--- src/rtl/metro_pkg.sv ---
// Shared definitions for the metro platform display: glyph codes understood
// by SegmentDisplay and the platform controller state encoding.
package metro_pkg;

  localparam logic [4:0] GLYPH_BLANK = 5'd16;
  localparam logic [4:0] GLYPH_D     = 5'd17;
  localparam logic [4:0] GLYPH_DASH  = 5'd20;

  typedef enum logic [1:0] {
    ST_COUNTDOWN = 2'd0,
    ST_DWELL     = 2'd1,
    ST_DEPART    = 2'd2
  } state_e;

  // Numeral digit code: a BCD digit with the glyph bit clear.
  function automatic logic [4:0] num_code(input logic [3:0] bcd);
    return {1'b0, bcd};
  endfunction

endpackage

--- src/rtl/mmss_bcd_down.sv ---
// Loadable BCD mm:ss down-counter. Seconds borrow 00 -> 59 and decrement the
// minutes. Load has priority over decrement. Exposes the next-cycle digits so
// the owner can register its outputs in step with the counter.
module mmss_bcd_down (
  input  logic       clk,
  input  logic       load,
  input  logic [3:0] ld_m10,
  input  logic [3:0] ld_m1,
  input  logic [3:0] ld_s10,
  input  logic [3:0] ld_s1,
  input  logic       dec,
  output logic [3:0] m10_nxt,
  output logic [3:0] m1_nxt,
  output logic [3:0] s10_nxt,
  output logic [3:0] s1_nxt,
  output logic       is_one
);

  logic [3:0] m10_q, m1_q, s10_q, s1_q;
  logic [3:0] m10_d, m1_d, s10_d, s1_d;

  // Next count: load, or decrement with ripple borrow through the BCD digits.
  always_comb begin
    m10_d = m10_q;
    m1_d  = m1_q;
    s10_d = s10_q;
    s1_d  = s1_q;
    if (load) begin
      m10_d = ld_m10;
      m1_d  = ld_m1;
      s10_d = ld_s10;
      s1_d  = ld_s1;
    end else if (dec) begin
      if (s1_q != 4'd0) begin
        s1_d = s1_q - 4'd1;
      end else begin
        s1_d = 4'd9;
        if (s10_q != 4'd0) begin
          s10_d = s10_q - 4'd1;
        end else begin
          s10_d = 4'd5;
          if (m1_q != 4'd0) begin
            m1_d = m1_q - 4'd1;
          end else begin
            m1_d  = 4'd9;
            m10_d = m10_q - 4'd1;
          end
        end
      end
    end
  end

  // Counter digit registers; the owner loads them during reset.
  always_ff @(posedge clk) begin
    m10_q <= m10_d;
    m1_q  <= m1_d;
    s10_q <= s10_d;
    s1_q  <= s1_d;
  end

  assign m10_nxt = m10_d;
  assign m1_nxt  = m1_d;
  assign s10_nxt = s10_d;
  assign s1_nxt  = s1_d;
  assign is_one  = (m10_q == 4'd0) && (m1_q == 4'd0) &&
                   (s10_q == 4'd0) && (s1_q == 4'd1);

endmodule

--- src/rtl/train_countdown_ctrl.sv ---
// Platform display controller: arrival countdown (mm:ss), door dwell
// ('d', blank, ss) and departure pattern ('----'), paced by a 10 Hz tick.
module train_countdown_ctrl
  import metro_pkg::*;
#(
  parameter int TICKS_PER_S = 10,
  parameter int HEADWAY_S   = 120,
  parameter int DWELL_S     = 20,
  parameter int DEPART_S    = 3
) (
  input  logic       clk,
  input  logic       rst_n,
  input  logic       tick_10hz,
  input  logic       hold,
  output logic [4:0] thousands,
  output logic [4:0] hundreds,
  output logic [4:0] tens,
  output logic [4:0] ones,
  output logic       door_open,
  output logic       train_arrive
);

  localparam logic [3:0] PRESC_MAX = 4'(TICKS_PER_S - 1);
  localparam int         HW_MIN    = HEADWAY_S / 60;
  localparam int         HW_SEC    = HEADWAY_S % 60;
  localparam logic [3:0] HW_M10    = 4'(HW_MIN / 10);
  localparam logic [3:0] HW_M1     = 4'(HW_MIN % 10);
  localparam logic [3:0] HW_S10    = 4'(HW_SEC / 10);
  localparam logic [3:0] HW_S1     = 4'(HW_SEC % 10);
  localparam logic [3:0] DW_S10    = 4'(DWELL_S / 10);
  localparam logic [3:0] DW_S1     = 4'(DWELL_S % 10);
  localparam logic [3:0] DP_S10    = 4'(DEPART_S / 10);
  localparam logic [3:0] DP_S1     = 4'(DEPART_S % 10);

  state_e     state_q, state_d;
  logic [3:0] presc_q, presc_d;
  logic       tick_acc, sec_strobe;

  logic       cnt_load, cnt_dec, cnt_is_one;
  logic [3:0] ld_m10, ld_m1, ld_s10, ld_s1;
  logic [3:0] m10_nxt, m1_nxt, s10_nxt, s1_nxt;

  logic [4:0] thousands_q, thousands_d;
  logic [4:0] hundreds_q, hundreds_d;
  logic [4:0] tens_q, tens_d;
  logic [4:0] ones_q, ones_d;
  logic       door_open_q, door_open_d;
  logic       train_arrive_q, train_arrive_d;

  // Prescaler: hold masks the tick; the last tick of each second wraps to 0.
  always_comb begin
    tick_acc   = tick_10hz & ~hold;
    sec_strobe = tick_acc && (presc_q == PRESC_MAX);
    presc_d    = presc_q;
    if (tick_acc) begin
      presc_d = sec_strobe ? 4'd0 : presc_q + 4'd1;
    end
  end

  // Phase sequencing: each second either decrements the remaining time or,
  // at one second left, moves on and reloads the next phase's duration.
  always_comb begin
    state_d        = state_q;
    cnt_load       = 1'b0;
    cnt_dec        = 1'b0;
    ld_m10         = 4'd0;
    ld_m1          = 4'd0;
    ld_s10         = 4'd0;
    ld_s1          = 4'd0;
    train_arrive_d = 1'b0;
    if (!rst_n) begin
      state_d  = ST_COUNTDOWN;
      cnt_load = 1'b1;
      ld_m10   = HW_M10;
      ld_m1    = HW_M1;
      ld_s10   = HW_S10;
      ld_s1    = HW_S1;
    end else if (sec_strobe) begin
      if (cnt_is_one) begin
        cnt_load = 1'b1;
        case (state_q)
          ST_COUNTDOWN: begin
            state_d        = ST_DWELL;
            ld_s10         = DW_S10;
            ld_s1          = DW_S1;
            train_arrive_d = 1'b1;
          end
          ST_DWELL: begin
            state_d = ST_DEPART;
            ld_s10  = DP_S10;
            ld_s1   = DP_S1;
          end
          default: begin
            state_d = ST_COUNTDOWN;
            ld_m10  = HW_M10;
            ld_m1   = HW_M1;
            ld_s10  = HW_S10;
            ld_s1   = HW_S1;
          end
        endcase
      end else begin
        cnt_dec = 1'b1;
      end
    end
  end

  mmss_bcd_down u_cnt (
    .clk     (clk),
    .load    (cnt_load),
    .ld_m10  (ld_m10),
    .ld_m1   (ld_m1),
    .ld_s10  (ld_s10),
    .ld_s1   (ld_s1),
    .dec     (cnt_dec),
    .m10_nxt (m10_nxt),
    .m1_nxt  (m1_nxt),
    .s10_nxt (s10_nxt),
    .s1_nxt  (s1_nxt),
    .is_one  (cnt_is_one)
  );

  // Display decode from next state and next count so the registered digits
  // change on the same edge as the state and counter.
  always_comb begin
    door_open_d = (state_d == ST_DWELL);
    case (state_d)
      ST_COUNTDOWN: begin
        thousands_d = num_code(m10_nxt);
        hundreds_d  = num_code(m1_nxt);
        tens_d      = num_code(s10_nxt);
        ones_d      = num_code(s1_nxt);
      end
      ST_DWELL: begin
        thousands_d = GLYPH_D;
        hundreds_d  = GLYPH_BLANK;
        tens_d      = num_code(s10_nxt);
        ones_d      = num_code(s1_nxt);
      end
      default: begin
        thousands_d = GLYPH_DASH;
        hundreds_d  = GLYPH_DASH;
        tens_d      = GLYPH_DASH;
        ones_d      = GLYPH_DASH;
      end
    endcase
  end

  // Control and output registers with synchronous active-low reset.
  always_ff @(posedge clk) begin
    if (!rst_n) begin
      state_q        <= ST_COUNTDOWN;
      presc_q        <= 4'd0;
      thousands_q    <= num_code(HW_M10);
      hundreds_q     <= num_code(HW_M1);
      tens_q         <= num_code(HW_S10);
      ones_q         <= num_code(HW_S1);
      door_open_q    <= 1'b0;
      train_arrive_q <= 1'b0;
    end else begin
      state_q        <= state_d;
      presc_q        <= presc_d;
      thousands_q    <= thousands_d;
      hundreds_q     <= hundreds_d;
      tens_q         <= tens_d;
      ones_q         <= ones_d;
      door_open_q    <= door_open_d;
      train_arrive_q <= train_arrive_d;
    end
  end

  assign thousands    = thousands_q;
  assign hundreds     = hundreds_q;
  assign tens         = tens_q;
  assign ones         = ones_q;
  assign door_open    = door_open_q;
  assign train_arrive = train_arrive_q;

endmodule
--- config.mk ---
export PLATFORM = sky130hd
export DESIGN_NAME = train_countdown_ctrl
export DESIGN_NICKNAME = d
export VERILOG_FILES = /design/src/rtl/metro_pkg.sv /design/src/rtl/mmss_bcd_down.sv /design/src/rtl/train_countdown_ctrl.sv
export SDC_FILE = /design/constraint.sdc
export NUM_CORES = 1
export LEC_CHECK = 0
export ABC_AREA = 1
export BUFFER_PORTS_ARGS = -buffer_cell sky130_fd_sc_hd__buf_2
export CORE_MARGIN = 2
export CORE_UTILIZATION = 49
export CTS_CLUSTER_DIAMETER = 30
export DETAILED_ROUTE_END_ITERATION = 16
export PLACE_DENSITY_LB_ADDON = 0.2
export SKIP_LAST_GASP = 1
export SLEW_MARGIN = 20
export SYNTH_ARGS = -nofsm -noshare
export SYNTH_HDL_FRONTEND = slang
export SYNTH_SLANG_ARGS = --single-unit
export TNS_END_PERCENT = 100
--- constraint.sdc ---
create_clock -name clk -period 1.9 [get_ports clk]
set_clock_uncertainty 0.2 [all_clocks]
set_input_delay 0.19 -clock clk [delete_from_list [all_inputs] [get_ports clk]]
set_output_delay 0.19 -clock clk [all_outputs]
set_load 0.02 [all_outputs]
# After elaboration in Yosys (flattened, before gate mapping)
# Cells that the tools add are included.
# word_totals
register_bits	44
latchBits	0
mem_bits_rw	0
mem_bits_ro	0
input_bits	4
out_inout_bits	22
wordCells	86
mem_count	0
# op_classes
add_sub_neg	5
n_mul	0
div_mod_pow	0
magnitude_cmp	0
n_eq_ne	4
shift	0
mux	45
bitwise_logic	2
reduce_logical	16
# op_table
op	count
2-to-1 mux 4 bit	18
2-to-1 mux 2 bit	15
case mux 5 bit (2 select lines)	2
subtractor 4 x 1 -> 4 bit, second input constant	4
logical NOT 4 bit	3
nonzero test 4 bit	3
2-to-1 mux 5 bit	2
2-to-1 mux 1 bit	7
adder 4 x 1 -> 4 bit, second input constant	1
equality test 2 x 1 -> 1 bit, second input constant	2
equality test 4 x 1 -> 1 bit, second input constant	1
equality test 4 bit, second input constant	1
logical AND 1 bit	4
logical NOT 2 bit	2
case mux 2 bit (2 select lines)	1
OR reduction 2 bit	2
AND reduction 3 bit	1
AND reduction 2 bit	1
bitwise AND 1 bit	1
inverter 1 bit	1

# Depth between registers and ports, before layout
# logic_depth
ltp_word	10
ltp_mapped	12
depth_no_buf	12

# Hierarchy
# Synthesis repeated with hierarchy kept, for this count alone.
# unflattened
hier_cells	272
hier_area_um2	1945.6
# by_module_without_submodules
module	instances	cells_per_inst	area_per_inst_um2	seq_area_each_um2
train_countdown_ctrl	1	126	1003.5	520.5
mmss_bcd_down	1	146	942.2	320.3

# Least setup slack after synthesis
# No wires, ideal clock.
# synth_path
path_kind	reg-to-reg
from	reg u_cnt.m10_q[0]
to	reg hundreds_q[1] (netlist: hundreds[1])
setup_ns	0.120
arrival_ns	1.432
required_ns	1.580
setup_slack_ns	0.148
path_stages_with_launch	11
n_path_buf	1
synth_period_minus_slack_ns	1.752
cell_sequence	dfxtp_1 > inv_1 > ha_1 > nand3_1 > nor2_2 > nand3_2 > nand2_2 > inv_2 > buf_6 > nand3_1 > a21oi_1
# synth_between
elab_chain_cells	10
word_cells_on_any_way	21
classes_between	eq/ne (1); mux (15); reduce/logical (5)
# synth_lines
element	line	rtl
start: declaration	mmss_bcd_down.sv:19	logic [3:0] m10_q, m1_q, s10_q, s1_q;
start signal: assignment	mmss_bcd_down.sv:55	m10_q <= m10_d;
logical NOT 4 bit (*)	mmss_bcd_down.sv:65	assign is_one = (m10_q == 4'd0) && (m1_q == 4'd0) &&
logical AND 1 bit (*) (2 in a row)	mmss_bcd_down.sv:65	
logical AND 1 bit (*)	mmss_bcd_down.sv:66	(s10_q == 4'd0) && (s1_q == 4'd1);
2-to-1 mux 1 bit	train_countdown_ctrl.sv:79	if (cnt_is_one) begin
2-to-1 mux 1 bit	train_countdown_ctrl.sv:78	end else if (sec_strobe) begin
2-to-1 mux 1 bit	train_countdown_ctrl.sv:71	if (!rst_n) begin
2-to-1 mux 4 bit	mmss_bcd_down.sv:33	end else if (dec) begin
2-to-1 mux 4 bit	mmss_bcd_down.sv:28	if (load) begin
case mux 5 bit (2 select lines) (*)	train_countdown_ctrl.sv:126	case (state_d)
end signal: assignment	train_countdown_ctrl.sv:154	hundreds_q <= num_code(HW_M1);
end signal: assignment	train_countdown_ctrl.sv:163	hundreds_q <= hundreds_d;
end: declaration	train_countdown_ctrl.sv:44	logic [4:0] hundreds_q, hundreds_d;
# Mark *: on every way between the ends. The rest lies on a longest branch, timed or not.
# A chain may end at the register's enable or synchronous reset.

# Worst setup path in the final report
# layout_path
from	reg presc_q[1]
to	reg hundreds_q[3] (netlist: hundreds[3])
# layout_between
elab_chain_cells	7
word_cells_on_any_way	13
classes_between	eq/ne (2); mux (9); reduce/logical (2)
# layout_lines
element	line	rtl
start: declaration	train_countdown_ctrl.sv:36	logic [3:0] presc_q, presc_d;
start signal: assignment	train_countdown_ctrl.sv:161	presc_q <= presc_d;
equality test 4 bit (*)	train_countdown_ctrl.sv:53	sec_strobe = tick_acc && (presc_q == PRESC_MAX);
logical AND 1 bit (*)	train_countdown_ctrl.sv:53	
2-to-1 mux 1 bit	train_countdown_ctrl.sv:78	
2-to-1 mux 1 bit	train_countdown_ctrl.sv:71	
2-to-1 mux 4 bit	mmss_bcd_down.sv:33	
2-to-1 mux 4 bit	mmss_bcd_down.sv:28	
case mux 5 bit (2 select lines) (*)	train_countdown_ctrl.sv:126	
# Marks and branches as above.

==> results.txt <==
----------------------------------------------------
[Power]
  Leak Pwr ... ~1.2 nW
  Sequential cell fraction of total power ... 0.579
  Maximum VDD drop ... ~420 µV
  Net switching power ... roughly 0.00033 W
  Switching portion of total power ... 0.215
  Clk network pwr share ... 0.376
  Overall Power ... 0.00153 W
  Cell-internal power ... 0.00120 W
  Part of the total power dissipated in combinational logic ... 0.045
  Total power density per cell area ... about 650 mW/mm²

[STA]
  Final count of hold timing violations ... 0
  Final number of max-transition violations ... 0
  Actual transition at the worst max-transition pin ... 297 ps
  Fmax achieved ... 0.547 GHz
  Period minus WS final ... 1830 ps
  Max-slew headroom ... 0.802
  RSZ-0062 raised after global routing ... yes
  Final total negative setup slack ... 0 ps
  Post-route clock period utilization ... 0.961
  Setup violations, final ... 0

[Route]
  Vias/cell ... 4.74
  First drt pass iteration count ... 4
  Detailed-route wire length ... about 3800 µm
  First-iteration detailed-routing DRC count ... approximately 90
  Routed vias ... roughly 1.6k
  Post-detailed-route wirelength per cell ... approximately 11 µm
  DRC violations left ... 0
  Post-detailed-route count of antenna-violating nets ... 0

[Cells and area]
  Final core utilization ... 0.636
  Layout overhead on the synthesized area ... 24.2%
  Net count reported at finish ... 300
  Number of inserted filler cells in the final layout ... around 340
  Share of post-route cells with drive strength above 1 ... 0.317
  Number of cells in the finished layout apart from fillers ... about 340
  # diodes ... 0

[Synthesis]
  Post-Syn Instances ... between 200 and 250
  Async set or reset register ratio after synthesis ... 0
  Unique masters post-synth ... 32
  Post-Syn Area ... 0.00189 mm²
  Leading post-synthesis cells by instance count ... nand2_1 (61), dfxtp_1 (42), nor2_1 (29)
  Library cell occupying the most area in the post-synthesis netlist ... dfxtp_1
  Post-synthesis area per instance ... 7.68 µm²
  Number of warning messages in the yosys log ... 0
  Top cells by area in the synthesized netlist ... dfxtp_1 (45%), nand2_1 (12%), nor2_1 (5.8%)
  Number of enable-type register cells in the synthesized netlist ... 0
  Most repeated cell in the gate-level netlist after synthesis ... nand2_1
  Most used DFF post-synth ... dfxtp_1
  Synth top area share ... 0.445
  Portion of the post-synthesis area used by sequential elements ... 0.445
  Flops & latches, synth ... between 40 and 50
  Number of nets produced by synthesis ... between 200 and 300

[Floorplan]
  Area enclosed by the die boundary ... 0.00437 mm²
  Number of top-level pins ... 26
  Effective utilization at floorplan ... 0.512
  Overall die width ... approximately 66 µm
  Core outline area ... 0.00369 mm²
  Row Count ... 22
  Chip height ... 66.1 µm

[Worst setup path]
  Arrival time worst endpoint ... about 1800 ps
  Critical path peak fanout ... 4
  Slowest stage cell, crit path ... dfxtp_2
  Most used cell along the critical path ... nand2_1
  Crit Path Category ... reg -> reg
  Type of element launching the critical path ... flop
  Req. time, crit path ... around 1900 ps
  CP Capture Type ... flop
  Critical path, cell by cell ... inv_2 > ha_4 > nand3_4 > nor3_2 > buf_4 > nand3_2 > inv_2 > buf_4 > nand2_1 > nand2_1 > nand2_1 > nand2_2 > nor2_1
  Critical path's largest stage delay ... roughly 330 ps

[Min path]
  Min-delay worst type ... in -> reg

[Placed design]
  HPWL after detailed placement ... about 2900 µm
  Global placer's final weighted congestion ... 0.884
  # port buffers ... 25
  Post-Place Cells ... approximately 330

[GRT]
  Maximum number of pins on one net before global-route repair ... 13
  Number of antenna violations at the first check in global routing ... 0
  Global-route wire length before repair ... roughly 6300 µm
  Overall routing resource usage ... 0.192
  Via count of the first global-routing pass ... between 1k and 1.5k
  Remaining global-route overflow ... 0

[Clock tree]
  Worst-case clock buffer depth ... 2
  Clock latency at the later pin of the worst-skew pair ... 300 ps
  TritonCTS clock tree ... yes
  Clock buffer count from CTS ... 5
  Clock edge transition at the registers on the reported setup and hold paths ... about 80 ps
  Buffer type at the clock tree root ... clkbuf_8
  CTS sink count ... 42
  Depth of the CTS H-tree ... 2

[Status]
  Status ... finished clean

[Run]
  Number of maximum-capacitance violations ... 0

----------------------------------------------------
[through the flow]
stage	hold slack [ps]	worst slack [ps]	area, µm²
floorplan	179	148	1890
global placement	288	-18.7	2160
detailed placement	309	-30.1	2160
CTS	46.2	12.0	2260
global route	89.7	-41.8	2340
finish	61.8	73.4	2340
[sequential cells by signal (all words and copies together), names as in the netlist]
signal        flops
tens              5
state_q           2
ones              4
u_cnt.m1_q        4
presc_q           4
train_arrive      1
u_cnt.s10_q       4
thousands         5
u_cnt.s1_q        4
u_cnt.m10_q       4
door_open         1
hundreds          4
[cell usage in the layout, fill, tap and decap left out, drive strengths merged]
cell    netlist  layout
a21oi         7       7
and2          1       1
buf           4      43
clkbuf        0       7
clkinv        0       1
dfxtp        42      42
ha            4       4
inv          36      36
nand2        70      70
nand3        18      18
nand4         3       3
nor2         36      36
nor3          5       5
nor3b         1       1
o21ai        12      12
o21bai        2       2
o31ai         1       1
or2           1       1
xnor2         1       1
xor2          2       2
[cells by family (layout without fill, tap and decap cells)]
family                     Yosys count  after routing  share of synthesized area
and+or+nand+nor                    135            135                      0.361
DFF                                 42             42                      0.445
buffers and inverters               40             87                     0.0895
AOI/OAI and AO/OA                   22             22                     0.0643
adders and majority gates            4              4                     0.0265
xor gates and xnor gates             3              3                     0.0139
[layer usage]
| layer | track usage | vias up | part of all wire |
|---|---|---|---|
| li1 | - | 850 | - |
| met1 | 0.279 | 727 | 0.49 |
| met2 | 0.273 | 33 | 0.44 |
| met3 | 0.0511 | 7 | 0.051 |
| met4 | 0.0689 | 0 | 0.018 |
| met5 | 0 | - | 0 |
[critical path: cells and delay by family, from the launching register on]
kind / cells / cell delay, ps
AND/OR/NAND/NOR: 8 / 630
buffers and inverters: 4 / 440
flip-flops: 1 / 330
adder cells (fa/ha/maj): 1 / 130
[area by class of cell]
| class | count | area [µm²] | share of cell area |
|---|---|---|---|
| clock buffers | 7 | 86.3 | 0.0368 |
| flip-flops and latches | 42 | 843 | 0.360 |
| clock inverters | 1 | 5.00 | 0.00213 |
| repair buffers | 43 | 273 | 0.116 |
| well taps | 48 | 60.1 | 0.0256 |
| inverters | 36 | 143 | 0.0608 |
| multi-input cells | 164 | 935 | 0.399 |
[what timing repair did]
action | in CTS | in global routing
buffers inserted | 0 | 2
setup endpoints to repair | 10 | 29
hold buffers | 0 | 0
pin swaps | 0 | 5
gates resized for setup | 1 | 19
hold endpoints to repair | 0 | 0
[power groups by stage]
stage          logic [W]  registers (W)  clock network, W
2_1_floorplan  0.0000390       0.000910                 0
3_3_place_gp   0.0000612       0.000908                 0
3_5_place_dp   0.0000617       0.000908                 0
4_1_cts        0.0000620       0.000887          0.000593
5_1_grt        0.0000761       0.000889          0.000623
6_report       0.0000683       0.000889          0.000577
[path summary, 6_finish.rpt]
path	from	to	slack (ps)	depth (start not counted)
setup reg to reg	presc_q[1]	hundreds[3]	70	13
hold / removal	tick_10hz	presc_q[1]	60	4
hold reg to reg	u_cnt.s10_q[3]	u_cnt.s10_q[3]	320	2
setup / recovery	presc_q[1]	hundreds[3]	70	13
Note: power is estimated with default switching activity, not from simulation.
